$ cat src/rtl/branch_redirect_unit.sv
// Purpose: EX-stage branch/JAL/JALR resolver that detects fetch mispredictions and raises fetch redirects, flushes and misaligned-target exceptions.
// Latency: decision in EX cycle N; redir_valid/flush/misalign_exc are registered and visible in cycle N+1.
// Backpressure: redir_valid and redir_pc are held until redir_ready; ex_stall holds EX for the whole pending-redirect window.
//
// Ports:
//   clk, rst_n             core clock, asynchronous active-low reset
//   ex_valid, ex_is_*      EX instruction qualifier and type (JALR > JAL > branch if several are set)
//   ex_pc, ex_imm, ex_rs1  operands for target computation
//   ex_pred_taken          fetch's static prediction for conditional branches
//   branch_out             comparator result for the EX branch
//   redir_valid/ready/pc   registered redirect handshake towards fetch
//   flush                  one-cycle IF/ID kill pulse on the first redirect cycle
//   ex_stall               high while a redirect is pending
//   misalign_exc, exc_pc   one-cycle misaligned-target exception and faulting PC
// Optional build macro: BRANCH_PERF_CNT_EN adds perf_branch_cnt / perf_mispred_cnt.

module branch_redirect_unit #(
    parameter int XLEN   = 32,
    parameter int IALIGN = 4
) (
    input  logic            clk,
    input  logic            rst_n,
    input  logic            ex_valid,
    input  logic            ex_is_branch,
    input  logic            ex_is_jal,
    input  logic            ex_is_jalr,
    input  logic [XLEN-1:0] ex_pc,
    input  logic [XLEN-1:0] ex_imm,
    input  logic [XLEN-1:0] ex_rs1,
    input  logic            ex_pred_taken,
    input  logic            branch_out,
    input  logic            redir_ready,
    output logic            redir_valid,
    output logic [XLEN-1:0] redir_pc,
    output logic            flush,
    output logic            ex_stall,
    output logic            misalign_exc,
    output logic [XLEN-1:0] exc_pc
`ifdef BRANCH_PERF_CNT_EN
    ,
    output logic [31:0]     perf_branch_cnt,
    output logic [31:0]     perf_mispred_cnt
`endif
);

    typedef enum logic {
        IDLE  = 1'b0,
        REDIR = 1'b1
    } state_t;

    state_t state;

    // Decode with JALR > JAL > branch priority so an illegal multi-hot
    // encoding still resolves to exactly one instruction type.
    logic sel_jalr;
    logic sel_jal;
    logic sel_br;
    assign sel_jalr = ex_is_jalr;
    assign sel_jal  = ex_is_jal & ~ex_is_jalr;
    assign sel_br   = ex_is_branch & ~ex_is_jal & ~ex_is_jalr;

    logic [XLEN-1:0] jalr_sum;
    logic [XLEN-1:0] target;
    logic [XLEN-1:0] fallthrough;
    logic [XLEN-1:0] redir_target;
    logic            taken;
    logic            need_redir;
    logic            misaligned;
    logic            align_bad;
    logic            accept;

    assign jalr_sum    = ex_rs1 + ex_imm;
    assign target      = sel_jalr ? {jalr_sum[XLEN-1:1], 1'b0} : (ex_pc + ex_imm);
    assign fallthrough = ex_pc + XLEN'(4);

    assign taken        = sel_jalr | sel_jal | (sel_br & branch_out);
    assign need_redir   = sel_jalr | sel_jal | (sel_br & (taken != ex_pred_taken));
    assign redir_target = taken ? target : fallthrough;

    // 4-byte alignment checks both low bits; 2-byte (compressed) only bit 0.
    assign align_bad  = (IALIGN == 4) ? (target[1:0] != 2'b00) : target[0];
    assign misaligned = taken & align_bad;

    // EX is stalled while a redirect is pending, so its inputs only count in IDLE.
    assign accept   = ex_valid & (state == IDLE);
    assign ex_stall = (state == REDIR);

    always_ff @(posedge clk or negedge rst_n) begin
        if (!rst_n) begin
            state        <= IDLE;
            redir_valid  <= 1'b0;
            redir_pc     <= '0;
            flush        <= 1'b0;
            misalign_exc <= 1'b0;
            exc_pc       <= '0;
        end else begin
            flush        <= 1'b0;
            misalign_exc <= 1'b0;
            case (state)
                IDLE: begin
                    if (ex_valid) begin
                        // A misaligned taken target traps instead of redirecting.
                        if (misaligned) begin
                            misalign_exc <= 1'b1;
                            exc_pc       <= ex_pc;
                        end else if (need_redir) begin
                            state       <= REDIR;
                            redir_valid <= 1'b1;
                            redir_pc    <= redir_target;
                            flush       <= 1'b1;
                        end
                    end
                end
                REDIR: begin
                    if (redir_ready) begin
                        state       <= IDLE;
                        redir_valid <= 1'b0;
                    end
                end
                default: begin
                    state       <= IDLE;
                    redir_valid <= 1'b0;
                end
            endcase
        end
    end

`ifdef BRANCH_PERF_CNT_EN
    // Saturating event counters for conditional branches seen in IDLE.
    always_ff @(posedge clk or negedge rst_n) begin
        if (!rst_n) begin
            perf_branch_cnt  <= '0;
            perf_mispred_cnt <= '0;
        end else if (accept && sel_br) begin
            if (perf_branch_cnt != 32'hFFFF_FFFF) begin
                perf_branch_cnt <= perf_branch_cnt + 32'd1;
            end
            if (need_redir && (perf_mispred_cnt != 32'hFFFF_FFFF)) begin
                perf_mispred_cnt <= perf_mispred_cnt + 32'd1;
            end
        end
    end
`endif

endmodule

$ cat config.mk
export PLATFORM = sky130hd
export DESIGN_NAME = branch_redirect_unit
export DESIGN_NICKNAME = d
export VERILOG_FILES = /design/src/rtl/branch_redirect_unit.sv
export SDC_FILE = /design/constraint.sdc
export NUM_CORES = 1
export LEC_CHECK = 0
export ABC_AREA = 1
export CAP_MARGIN = 5
export CELL_PAD_IN_SITES_DETAIL_PLACEMENT = 1
export CELL_PAD_IN_SITES_GLOBAL_PLACEMENT = 1
export CORE_UTILIZATION = 39
export CTS_CLUSTER_DIAMETER = 120
export CTS_CLUSTER_SIZE = 20
export DETAILED_ROUTE_END_ITERATION = 8
export PLACE_DENSITY = 0.9
export REMOVE_ABC_BUFFERS = 1
export SETUP_SLACK_MARGIN = 0.5
export SLEW_MARGIN = 10
export SYNTH_ARGS = -nofsm -noshare
export SYNTH_HDL_FRONTEND = slang
export SYNTH_SLANG_ARGS = --single-unit
$ cat constraint.sdc
create_clock -name clk -period 4.2 [get_ports clk]
set_input_delay 0.42 -clock clk [delete_from_list [all_inputs] [get_ports clk]]
set_output_delay 0.42 -clock clk [all_outputs]
set_load 0.005 [all_outputs]
[After elaboration in Yosys (flattened, before gate mapping)]
Index checks and enable logic that the tools add are counted.
Storage, ports and cells
  input bits: 105
  bits in registers: 68
  word-level logic and storage cells: 47
  output and inout bits: 68
Cells by class
  bitwise gates (word level): 13
  reductions and logical operators: 4
  muxes and demuxes: 16
  add/sub/neg operators: 3
  eq/ne operators: 5
Operators with widths (count)
  $add A32 B32 Y32: 2
  $mux W32: 2
  $add A32 B3 Y32 const B: 1
  $mux W1: 12
  $ne A2 B2 Y1 const B: 4
  $reduce_and A4 Y1: 2
  $and A1 B1 Y1: 6
  $not A1 Y1: 4
  $pmux W1 S2: 2
  $or A1 B1 Y1: 3
  $reduce_and A3 Y1: 1
  $reduce_bool A2 Y1: 1
  $ne A1 B1 Y1: 1

[Longest topological paths before layout]
Gate-level depths: netlist of the first run.
  depth in word-level cells: 12
  depth in mapped cells: 18
  mapped depth without buffers: 18

[Worst setup path before layout of the first run]
No wires, ideal clock.
  path kind: in2reg
  start point: input port ex_pc[0]
  end point: register exc_pc[1]
  buffers on the path: 2
  data arrival time: 2.010 ns
  path slack: 2.060 ns
  setup time: 0.130 ns
  data required time: 4.070 ns
  cell stages on the path: 11
  cells stage by stage: ha_1 inv_1 fa_1 nand2_1 a31oi_4 nor3_4 inv_2 buf_6 buf_6 nand2_1 o21ai_1
Between the ends
  cells in the longest elaborated chain, start to end: 5
RTL lines
  from (decl): line 27  | input logic [XLEN-1:0] ex_pc,
  $add A32 B32 Y32: line 73  | assign target = sel_jalr ? {jalr_sum[XLEN-1:1], 1'b0} : (ex_pc + ex_imm);
  $mux W32: line 73
  $reduce_bool A2 Y1: line 81  | assign align_bad = (IALIGN == 4) ? (target[1:0] != 2'b00) : target[0];
  $and A1 B1 Y1: line 82  | assign misaligned = taken & align_bad;
  $reduce_and A3 Y1 (no line)
  to (signal assigned): line 105  | exc_pc <= ex_pc;
  to (decl): line 38  | output logic [XLEN-1:0] exc_pc
No other way between the ends.
A chain may end at the register's enable or synchronous reset.

[Worst setup path after layout of the first run]
  start point: input port ex_pc[0]
  end point: register redir_pc[9]
Between the ends
  cells in the longest elaborated chain, start to end: 6
  elaborated cells on any way between the ends: 8
  classes of those cells: add/sub (2); mux (2); bitwise (2); reduce/logical (2)
RTL lines
  $add A32 B32 Y32: line 73
  $mux W32: line 73
  $reduce_bool A2 Y1: line 81
  $and A1 B1 Y1: line 82
  $not A1 Y1 (no line)
  $reduce_and A4 Y1 (no line)
  to (signal assigned): line 109  | redir_pc <= redir_target;
  to (decl): line 34  | output logic [XLEN-1:0] redir_pc,
Parallel ways exist; a longest one is shown, timed or not.

==> flow_summary.yaml, run 1 <==
cells_and_area:
  finalInstanceArea_mm2: 0.01065
  area_growth_pct: 27.01
  multi_input_area_mm2: 0.005683
  ff_latch_area_mm2: 0.001702
  antenna_cells: 0
  final_common_cell: "nand2_1"
  layout-drive-gt1-share: 0.03834
  mostFrequentLayoutCells: "nand2_1, inv_1, clkdlybuf4s50_1"
  fill_cells: 2947
  layout.nets: 1781
power:
  p_int_uw: 2261
  p_total_uw: 3716
  p_switching_uw: 1456
  combinationalPowerShare: 0.500
  clkPwrFrac: 0.211
  ir_worst_vdd_mv: 0.1878
  p_per_area_mw_per_mm2: 348.9
  seq_power_share: 0.289
  p_leak_uw: 0.005731
  swShare: 0.3917
cts:
  clk_latency_ns: 0.34
  cts_resized: 0
  cts.sinks: 68
  cts_tree: "yes"
  cts_buffers: 9
  ctsHoldBuffers: 0
  post_cts_buffers: 0
  cts-root-buf: "clkbuf_16"
  h-tree-depth: 3
  clockBufferDepth: 2
  clk_pin_slew_ns: 0.06
synth:
  synth_seq_cells: 68
  synth_top_family_by_area: "simple AND/OR/NAND/NOR gates"
  synth-compound-area-share: 0.1567
  yosysSeqAreaShare: 0.2029
  syn_area_mm2: 0.008386
  synthSimpleGateAreaFrac: 0.4029
  synth_fa_ha_area_frac: 0.09728
  syn_area_per_cell_um2: 5.791
  synthCells: 1448
  yosysUniqueCellTypes: 43
  synth-xor-area-share: 0.02089
  yosys_warnings: 0
  synthMuxAreaShare: 0
sta:
  finalMaxSlewViolations: 0
  hold_ws_ns: 0.1727
  period_needed_ns: 3.377
  worst_slew_pin_slew_ns: 0.9098
  rsz0062_at_grt: "no"
  period_share: 0.8040
  max_freq_mhz: 296.1
  finalHoldViolCount: 0
  fin_skew_ns: 0.006762
  timing.setup.tns_ns: 0
  max-slew-margin-rel: 0.3926
  setup_viol_count_final: 0
route:
  drt_pass1_iterations: 5
  ant_nets: 0
  remaining_drc_errors: 0
  wl_per_cell_um: 18.29
  routed_wl_um: 34610
  num_vias: 10230
  drt_iter0_drc: 434
  vias_per_cell: 5.408
run:
  drv_cap: 0
placement:
  place_congestion: 0.9121
  hpwl_um: 28170
  dpl_cell_area_mm2: 0.01035
  io_buffer_count: 172
critical_path:
  critPathBufInv: 3
  critPathTopFamily: "buffers and inverters"
  cp_common_cell: "a21oi_1"
  critPathLaunchType: "input pin"
  cp.arrival_ns: 3.58
  critPathKind: "in -> reg"
  max_stage_delay_ns: 0.64
  crit_chain: "clkdlybuf4s50_1, ha_1, inv_1, fa_1, nand2_1, a31oi_4, nand3_4, inv_2, o21ai_0, a21oi_1, a21oi_1"
  required_ns: 4.40
  cp-end-kind: "flip-flop"
  cp_slowest_cell: "inv_2"
  crit_fanout: 37
floorplan:
  fp.coreArea_mm2: 0.02102
  die_h_um: 148.6
  fp-row-count: 53
  die_x_um: 148.6
  io_pins: 173
  start_util: 0.3989
  die-area_mm2: 0.02209
global_routing:
  grt_pass1_wl_um: 55160
  grt_pass1_vias: 10490
  grt_antenna_before_repair: 0
  track_usage: 0.3211
  grt_max_degree: 58
  overflow: 0
outcome:
  status: "complete, no violations"
hold_path:
  hold_path.class: "in -> async"
[power by group through the flow]
stage                     logic, uW  clock network, uW  registers, uW
after floorplan                 859                  0           1050
final                          1860                784           1070
after global placement         1750                  0           1060
after global routing           2040                808           1090
after detailed placement       1820                  0           1070
after CTS                      1850                780           1070
[cell families after synthesis]
logic type | Yosys count
DFF | 68
and+or+nand+nor | 814
xor gates and xnor gates | 20
AOI/OAI and AO/OA | 227
buffers and inverters | 255
adders and majority gates | 64
[area by class of cell]
class,instances,area share
Multi-Input combinational cell,1125,0.5336
Timing Repair Buffer,177,0.1647
Sequential cell,68,0.1598
Inverter,231,0.08141
Tap cell,275,0.03231
Clock buffer,9,0.02115
Clock inverter,7,0.007049
[final timing paths]
kind                                start            to  slack [ns]  cells past startpoint
min in group clk                exc_pc[3]     exc_pc[3]        0.48                      2
worst max-delay path             ex_pc[0]   redir_pc[9]        0.82                     11
worst max register to register   ex_stall   redir_pc[9]        1.85                      6
worst min-delay path                rst_n    exc_pc[23]        0.17                      1
max in group asynchronous           rst_n  redir_pc[14]        3.05                      2
worst min register to register  exc_pc[3]     exc_pc[3]        0.48                      2
[flip-flops by register name, indices dropped and copies added, names as in the netlist]
signal,cells
misalign_exc,1
flush,1
exc_pc,32
ex_stall,1
redir_pc,32
redir_valid,1
[stage by stage]
step                std cells  utilization  worst slack [ns]
global placement         1876       0.4924            0.6678
floorplan                1424            -             1.583
finish                   1892       0.5066            0.8231
global route             1892       0.5066            0.6630
detailed placement       1876       0.4924            0.5036
CTS                      1892       0.5066            0.8411
[cell usage after synthesis]
cell | number | area, um^2
clkbuf_1 | 13 | 48.80
inv_1 | 225 | 844.6
nand4_1 | 11 | 68.82
a31oi_4 | 1 | 21.27
nor3_1 | 15 | 75.07
a21boi_0 | 2 | 15.01
o21ai_4 | 1 | 16.27
buf_6 | 5 | 56.30
nand4_2 | 1 | 12.51
o21ai_1 | 23 | 115.1
nand2_2 | 1 | 6.260
buf_4 | 1 | 7.510
fa_1 | 2 | 40.04
a31oi_1 | 9 | 56.30
dfrtp_1 | 68 | 1702
ha_1 | 62 | 775.7
nand3_4 | 1 | 17.52
and2_1 | 4 | 25.02
o21bai_1 | 13 | 97.59
xor2_1 | 17 | 148.9
a21oi_1 | 105 | 525.5
inv_2 | 6 | 22.52
o31ai_1 | 3 | 22.52
nand3b_1 | 8 | 60.06
a21o_1 | 4 | 30.03
buf_1 | 3 | 11.26
a21boi_1 | 8 | 60.06
nand3_2 | 1 | 10.01
nor3_4 | 2 | 32.53
nand3_1 | 88 | 440.4
a2bb2oi_2 | 6 | 90.09
nor4_1 | 4 | 25.02
nand2_1 | 551 | 2068
or2_1 | 1 | 6.260
or2_2 | 16 | 100.1
nor2_1 | 105 | 394.1
o41ai_1 | 1 | 8.760
o21ai_0 | 51 | 255.2
buf_2 | 2 | 10.01
nor2_4 | 1 | 11.26
and3_1 | 1 | 6.260
nor2_2 | 3 | 18.77
xnor2_1 | 3 | 26.28
[layer usage]
layer	part of all wire	vias up	GRT usage
met4	0.024	0	0.09536
met5	0	-	0
met1	0.45	4957	0.4235
li1	-	4923	-
met2	0.48	292	0.5568
met3	0.041	60	0.02454
(Power assumes the default switching activity.)
==> run 2, diff against run 1 <==
Settings changed: CORE_UTILIZATION 39 to 32, PLACE_DENSITY 0.9 to 0.79.
Clock period 4.2 ns to 3 ns, I/O delays scaled along.
==> run 2 against run 1 <==
  * Critical path type unchanged
  * Sequential share of layout area down 0.99 points
  * Critical endpoint is now redir_pc[30]
  * Final area increased by 6.6%
  * Register-to-register slack got worse by 0.37 ns
==> flow_summary.yaml, run 2 (synthesis gave the netlist of run 1 again) <==
critical_path:
  worstRegToRegCells: 5
  crit_chain: "clkdlybuf4s50_1, inv_1, fa_2, nand2_1, a31oi_4, nand3_4, buf_6, a21oi_1, a21boi_1"
  r2r_start: "ex_stall"
  critPathKind: "in -> reg"
  cp.arrival_ns: 2.65
  critPathTopFamily: "buffers and inverters"
  critPathBufInv: 3
  r2r_slack_ns: 1.48
  critPathLaunchType: "input pin"
  required_ns: 3.21
  cp_slowest_cell: "fa_2"
  max_stage_delay_ns: 0.57
  crit_fanout: 27
  worstReg2RegEnd: "redir_pc[30]"
  cp-end-kind: "flip-flop"
route:
  vias_per_cell: 5.103
  remaining_drc_errors: 0
  num_vias: 10100
  drt_pass1_iterations: 5
  drt_iter0_drc: 521
  routed_wl_um: 34760
  wl_per_cell_um: 17.57
  ant_nets: 0
power:
  swShare: 0.3819
  clkPwrFrac: 0.189
  combinationalPowerShare: 0.524
  p_int_uw: 3196
  p_per_area_mw_per_mm2: 455.3
  p_leak_uw: 0.006055
  p_switching_uw: 1974
  seq_power_share: 0.288
  ir_worst_vdd_mv: 0.4603
cells_and_area:
  instances_no_fill: 1979
  layout-drive-gt1-share: 0.08611
  final_common_cell: "nand2_1"
  top_regs: "exc_pc: 32 flops, redir_pc: 32 flops"
  mostFrequentLayoutCells: "nand2_1, inv_1, clkdlybuf4s50_1"
  layout.nets: 1813
  area_growth_pct: 35.42
  antenna_cells: 0
global_routing:
  grt_pass1_wl_um: 53620
  track_usage: 0.2574
  grt_antenna_before_repair: 0
  grt_pass1_vias: 10160
  grt_max_degree: 57
  overflow: 0
sta:
  finalMaxSlewViolations: 0
  finalHoldViolCount: 0
  period_share: 0.8116
  rsz0062_at_grt: "yes"
  max_freq_mhz: 410.7
  max-slew-margin-rel: 0.6435
  fin_skew_ns: 0.008590
  setup_viol_count_final: 0
  worst_slew_pin_slew_ns: 0.5307
  period_needed_ns: 2.435
  timing.setup.tns_ns: 0
floorplan:
  io_pins: 173
  fp-row-count: 58
  fp.coreArea_mm2: 0.02547
  die_h_um: 163.9
  die-area_mm2: 0.02686
  die_x_um: 163.9
  start_util: 0.3292
placement:
  io_buffer_count: 172
  place_inst: 1955
  place_congestion: 0.9017
  hpwl_um: 29130
outcome:
  status: "complete, no violations"
hold_path:
  hold_path.class: "in -> async"
cts:
  cts.sinks: 68
  h-tree-depth: 3
  cts_tree: "yes"
  cts-root-buf: "clkbuf_16"
  clk_latency_ns: 0.34
  clk_pin_slew_ns: 0.06
  clockBufferDepth: 2
  cts_buffers: 9
run:
  drv_cap: 0
-- run 2: cell count changes in the layout (fill, tap and decap cells not counted), sizes merged --
cell           change
inv                -2
clkinvlp           -1
dlygate4sd3        +1
buf               +31
clkbuf             +3
clkdlybuf4s50     -18
dlymetal6s2s      +18
clkinv             +1
bufinv             -1
-- run 2: area by class of cell --
cell class / count / area (um^2)
fillers: 3420 / 14120
multi-input cells: 1125 / 6010
inverters: 231 / 877.1
flip-flops and latches: 68 / 1702
clock inverters: 4 / 25.02
repair buffers: 209 / 2083
well taps: 330 / 412.9
clock buffers: 12 / 246.5
-- run 2: how the worst max path moves through the flow --
stage | start | to | slack, ns | cells past startpoint
2_1_floorplan | ex_is_branch | redir_pc[17] | 0.50 | 9
3_3_place_gp | ex_pc[9] | redir_pc[26] | 0.21 | 13
3_5_place_dp | ex_pc[0] | redir_pc[30] | 0.1 | 11
4_1_cts | ex_pc[0] | redir_pc[30] | 0.49 | 14
5_1_grt | ex_pc[0] | redir_pc[20] | 0.44 | 15
6_report | ex_imm[1] | redir_pc[30] | 0.57 | 9
-- run 2: power groups by stage --
stage	Sequential (uW)	Combinational [uW]	Clock [uW]
3_3_place_gp	1500	2500	0
2_1_floorplan	1460	1200	0
3_5_place_dp	1500	2590	0
5_1_grt	1520	2980	1020
4_1_cts	1490	2610	987
6_report	1490	2710	975
-- run 2: layer usage --
| metal | vias up | global-route usage | wire, um |
|---|---|---|---|
| li1 | 4988 | - | - |
| met1 | 4824 | 0.3541 | 16030 |
| met2 | 241 | 0.4330 | 16530 |
| met3 | 45 | 0.01237 | 1364 |
| met4 | 0 | 0.07744 | 835 |
| met5 | - | 0 | 0 |
-- run 2: what timing repair did --
item                       4_1_cts  5_1_grt
pin swaps                        0        3
setup buffers                    0        7
hold buffers                     1        0
setup endpoints to repair        3       51
hold endpoints to repair        12        0
gates resized for setup          3       79
-- run 2: through the flow --
stage / total power [uW] / util / hold slack [ns] / cell area [um^2] / worst slack [ns]
after floorplan: 2668 / - / 0.004409 / 8252 / 0.5030
after global placement: 4006 / 0.4176 / 0.2127 / 10640 / 0.2066
after detailed placement: 4095 / 0.4176 / 0.2189 / 10640 / 0.09804
after CTS: 5092 / 0.4294 / 0.4060 / 10940 / 0.4855
after global routing: 5525 / 0.4458 / 0.4277 / 11360 / 0.4350
final: 5170 / 0.4458 / 0.3976 / 11360 / 0.5652
==> variant 1: new RTL, settings of run 2 <==
Register the output `redir_pc` once more, cleared by the reset; this adds one clock of latency there. The other outputs are not delayed to match.
--- a/src/rtl/branch_redirect_unit.sv
+++ b/src/rtl/branch_redirect_unit.sv
@@ -49,4 +49,6 @@
     } state_t;
 
+    logic [XLEN-1:0] redir_pc_s0;
+
     state_t state;
 
@@ -90,5 +92,5 @@
             state        <= IDLE;
             redir_valid  <= 1'b0;
-            redir_pc     <= '0;
+            redir_pc_s0  <= '0;
             flush        <= 1'b0;
             misalign_exc <= 1'b0;
@@ -107,5 +109,5 @@
                             state       <= REDIR;
                             redir_valid <= 1'b1;
-                            redir_pc    <= redir_target;
+                            redir_pc_s0 <= redir_target;
                             flush       <= 1'b1;
                         end
@@ -143,4 +145,12 @@
 `endif
 
+    always_ff @(posedge clk or negedge rst_n) begin
+        if (!rst_n) begin
+            redir_pc <= '0;
+        end else begin
+            redir_pc <= redir_pc_s0;
+        end
+    end
+
 endmodule
 
Formal check against the unedited RTL: not equivalent (Yosys sat finds a counterexample within 4 cycles, from zero or initial values and one cycle with rst_n low).
==> variant 1 against run 2 <==
Routed wire length up 6.5%; maximum frequency rose by 2.1%; total power increased by 18%; final area grew 9.3%; setup slack better by 0.051 ns; global-route usage fell by 1.6 points; synthesized area is 13% higher; first-iteration DRC count is 0.38% higher; die area rose by 13%; sequential cell count up 32; sequential power is 44% higher; non-clock buffer count fell by 7.
==> variant 1: results (changes against run 2) <==
[status]
status=completed

[final_layout]
fillers=3851  ; +13%
reg_top3=exc_pc x32, redir_pc x32, redir_pc_s0 x32
drive_above_1_share_pct=5.750  ; -2.9 points
nets=1940  ; +7.0%
num_antenna_cells=0  ; unchanged
seq_area_mm2=0.002502  ; +47%

[yosys]
ys_types=41  ; -4.7%
synth_area_leaders=dfrtp_1, nand2_1, inv_1, ha_1, nand3_1
synthArstFlopShare_pct=100.0  ; unchanged
synth_common_cells=nand2_1, inv_1, nor2_1
synth-xor-area-share_pct=3.230  ; +1.1 points
synth_compound_area_share_pct=10.34  ; -5.3 points
yosys.area_share.adder_pct=8.597  ; -1.1 points
synth.avg_cell_area_um2=5.994  ; +3.5%
seq_area_frac_synth_pct=26.37  ; +6.1 points

[critical_path]
r2r_cells=6  ; +1
rr_endpoint=redir_pc_s0[21]
r2r_slack_ns=1.54  ; +0.06 ns
cp_max_fo=4  ; -85%
path_delay_family=compound AO/OA/AOI/OAI gates
slowest_stage=clkdlybuf4s50_1
slowest_delay_ns=0.61  ; +0.04 ns

[detailed_routing]
viasPerCell=4.879  ; -4.4%
drt-met1-wl_um=17780  ; +11%
dr.pass1.iters=5  ; unchanged
wl_met3_um=1196  ; -12%
routed_wl_um=37010  ; +6.5%
drt_iter0_markers=523  ; +0.38%
drt-wirelength-per-cell_um=17.15  ; -2.4%
wl_met2_um=17440  ; +5.5%

[placed_design]
dp_hpwl_um=30580  ; +4.9%
gp_congestion=0.8941  ; -0.84%
post_dp_cell_area_mm2=0.01182  ; +11%
numPlacedInstances=2142  ; +9.6%
numPortBuffers=172  ; unchanged
pre_cts_ws_ns=-0.1430  ; -0.2411 ns

[timing]
fin_worst_skew_ns=0.009195  ; +0.0006049 ns
worstMarginPinSlew_ns=0.8411  ; +0.3104 ns
holdWs_ns=0.04176  ; -0.3559 ns

[clock_tree]
cts_buffer_depth=2  ; unchanged
post_cts_buffers=1  ; +1
numCtsBuffers=9  ; unchanged
cts-root-buf=clkbuf_16
cts_resized=2  ; -1
clk_pin_slew_worst_paths_ns=0.07

[power]
p_leak_nw=6.724  ; +11%
peakVddDrop_mv=0.2416  ; -48%
p_int_w=0.003951  ; +24%

[global_routing]
grt_pass1_vias=10747  ; +5.8%
grt_pass1_wl_um=57170  ; +6.6%
grt_max_degree=62  ; +8.8%
grt_usage_pct=24.17  ; -1.6 points

==> variant 1: cell count changes after synthesis, sizes merged, moves of 14 or more <==
cell	run 2	this run
nand2	552	636
o21ai	75	54
inv	231	283
xor2	17	31
dfrtp	68	100
a21oi	105	89
==> variant 1: power by group through the flow <==
stage               Sequential, W  Clock (W)  Combinational [W]
finish                    0.00214    0.00126            0.00270
global route              0.00220    0.00132            0.00297
CTS                       0.00215    0.00127            0.00265
detailed placement        0.00217          0            0.00263
global placement          0.00215          0            0.00255
floorplan                 0.00211          0            0.00121
==> variant 1: area by class of cell <==
cell class | instances | share of cell area (%)
clock inverters | 4 | 0.5947
clock buffers | 10 | 1.925
well taps | 384 | 3.871
flip-flops and latches | 100 | 20.16
inverters | 283 | 8.558
multi-input cells | 1175 | 48.56
repair buffers | 202 | 16.33
==> variant 1: worst reg2reg max path, delay by kind of cell, from the launching register on <==
kind	cells	cell delay, ns
compound gates	1	0.17
buf+inv	2	0.29
flops	1	0.44
simple gates	3	0.46
==> variant 1: worst max path at each step <==
| stage | startpoint | endpoint | slack (ns) | cells after the start |
|---|---|---|---|---|
| floorplan | ex_is_branch | exc_pc[10] | 0.41 | 9 |
| CTS | ex_pc[0] | redir_pc_s0[21] | 0.53 | 12 |
| detailed placement | ex_pc[0] | exc_pc[20] | -0.14 | 11 |
| global placement | ex_pc[0] | exc_pc[27] | -0.06 | 11 |
| global route | ex_pc[8] | redir_pc_s0[18] | 0.50 | 14 |
| finish | ex_imm[10] | redir_pc_s0[16] | 0.62 | 11 |
==> variant 1: metal layers <==
metal / global-route usage [%] / up-vias
met5: 0 / -
li1: - / 5266
met3: 2.209 / 35
met4: 5.007 / 0
met2: 41.02 / 209
met1: 33.21 / 5019
==> variant 2: new RTL, flow settings as in run 2 <==
Made on the original files. Add a define of `BRANCH_PERF_CNT_EN`.
--- a/src/rtl/branch_redirect_unit.sv
+++ b/src/rtl/branch_redirect_unit.sv
@@ -14,4 +14,6 @@
 //   misalign_exc, exc_pc   one-cycle misaligned-target exception and faulting PC
 // Optional build macro: BRANCH_PERF_CNT_EN adds perf_branch_cnt / perf_mispred_cnt.
+
+`define BRANCH_PERF_CNT_EN
 
 module branch_redirect_unit #(
Behaviour (old outputs only; new: perf_branch_cnt and perf_mispred_cnt): unchanged (Yosys induction, for registers that start in step).
==> variant 2 against run 2 <==
Synthesized area grew 44%; total power rose by 49%; final area grew 39%; sequential cell count rose by 64; routed wire length rose by 39%; register-to-register slack lost 0.66 ns; combinational power rose by 6%; maximum frequency rose by 3.1%; setup slack gained 0.073 ns; critical endpoint is now redir_pc[25].
==> variant 2: results (changes against run 2) <==
[placed_design]
numPortBuffers=236  ; +37%
gp_congestion=0.9050  ; +0.37%
pre_cts_ws_ns=0.04039  ; -0.05765 ns
numPlacedInstances=2683  ; +37%
post_dp_cell_area_mm2=0.01512  ; +42%
dp_hpwl_um=40040  ; +37%

[detailed_routing]
routed_wl_um=48400  ; +39%
drt_iter0_markers=703  ; +35%
dr.pass1.iters=7  ; +2
wl_met3_um=2295  ; +68%
drt-met1-wl_um=22240  ; +39%
highest_layer=met5
wl_met2_um=22750  ; +38%
viasPerCell=4.933  ; -3.3%

[power]
p_comb_w=0.00288  ; +6%
peakVddDrop_mv=0.3409  ; -26%
maxPowerGroup=combinational cells
p_leak_nw=8.318  ; +37%
swShare_pct=35.45  ; -2.7 points
p_sw_w=0.002724  ; +38%
pg_clk_w=0.00227  ; +130%

[critical_path]
r2r_slack_ns=0.82  ; -0.66 ns
rr_endpoint=perf_mispred_cnt[11]
r2r_start=perf_mispred_cnt[0]
r2r_cells=12  ; +7
worstSetupEndpoint=redir_pc[25]
slowest_stage=fa_1
critPathLaunch=ex_pc[0]
crit_arrival_ns=2.67  ; +0.02 ns
cp_max_fo=27  ; unchanged
slowest_delay_ns=0.50  ; -0.07 ns

[yosys]
seq_area_frac_synth_pct=27.30  ; +7.0 points
synth_common_cells=nand2_1, inv_1, nor2_1
synth.avg_cell_area_um2=6.215  ; +7.3%
yosys.area_share.adder_pct=6.949  ; -2.8 points
synth-xor-area-share_pct=6.876  ; +4.8 points
synth_area_leaders=dfrtp_1, nand2_1, inv_1, ha_1, xor2_1
ys_types=47  ; +9.3%
synth_compound_area_share_pct=7.900  ; -7.8 points

[final_layout]
nets=2370  ; +31%
fillers=4886  ; +43%
drive_above_1_share_pct=4.525  ; -4.1 points
fin_cells=2714  ; +37%

[timing]
slew_headroom_pct=42.29  ; -22 points
fin_worst_skew_ns=0.01484  ; +0.006245 ns
holdWs_ns=0.2825  ; -0.1151 ns

[worst_hold_path]
min_path_cells=3
min-delay-start=ex_pc[7]

[global_routing]
grt_max_degree=86  ; +51%
grt_pass1_wl_um=76360  ; +42%
grt_pass1_vias=13862  ; +36%
antenna_found_initial=1  ; +1
grt_usage_pct=25.52  ; -0.22 points

[clock_tree]
htree_levels=4  ; +1
clk_latency_ns=0.43  ; +0.09 ns
numCtsBuffers=17  ; +8
cts_resized=1  ; -2

[status]
status=completed

==> variant 2: worst register-to-register path: stages, from the launching register on <==
cell and delay [ns]:
dfrtp_1 0.42, ha_1 0.23, inv_1 0.08, nor3_1 0.25, nand2_1 0.09, nor2_1 0.15, nand3_1 0.13, nand3_2 0.14
buf_4 0.26, nor2_8 0.05, nand2_2 0.08, nor2_2 0.04, xor2_1 0.13
==> variant 2: cell type report <==
type	instances	area [µm²]	share of cell area (%)
timing repair buffer	260	2561	16.20
sequential	132	3303	20.90
clock buffer	19	442.9	2.802
inverter	332	1254	7.932
multi-input combinational	1456	7437	47.05
clock inverter	11	177.7	1.124
tap	504	630.6	3.990
==> variant 2: routing by layer <==
| layer | GRT usage (%) | vias to the layer above |
|---|---|---|
| li1 | - | 6568 |
| met1 | 33.73 | 6381 |
| met2 | 43.63 | 369 |
| met3 | 3.559 | 69 |
| met4 | 6.308 | 2 |
| met5 | 0 | - |
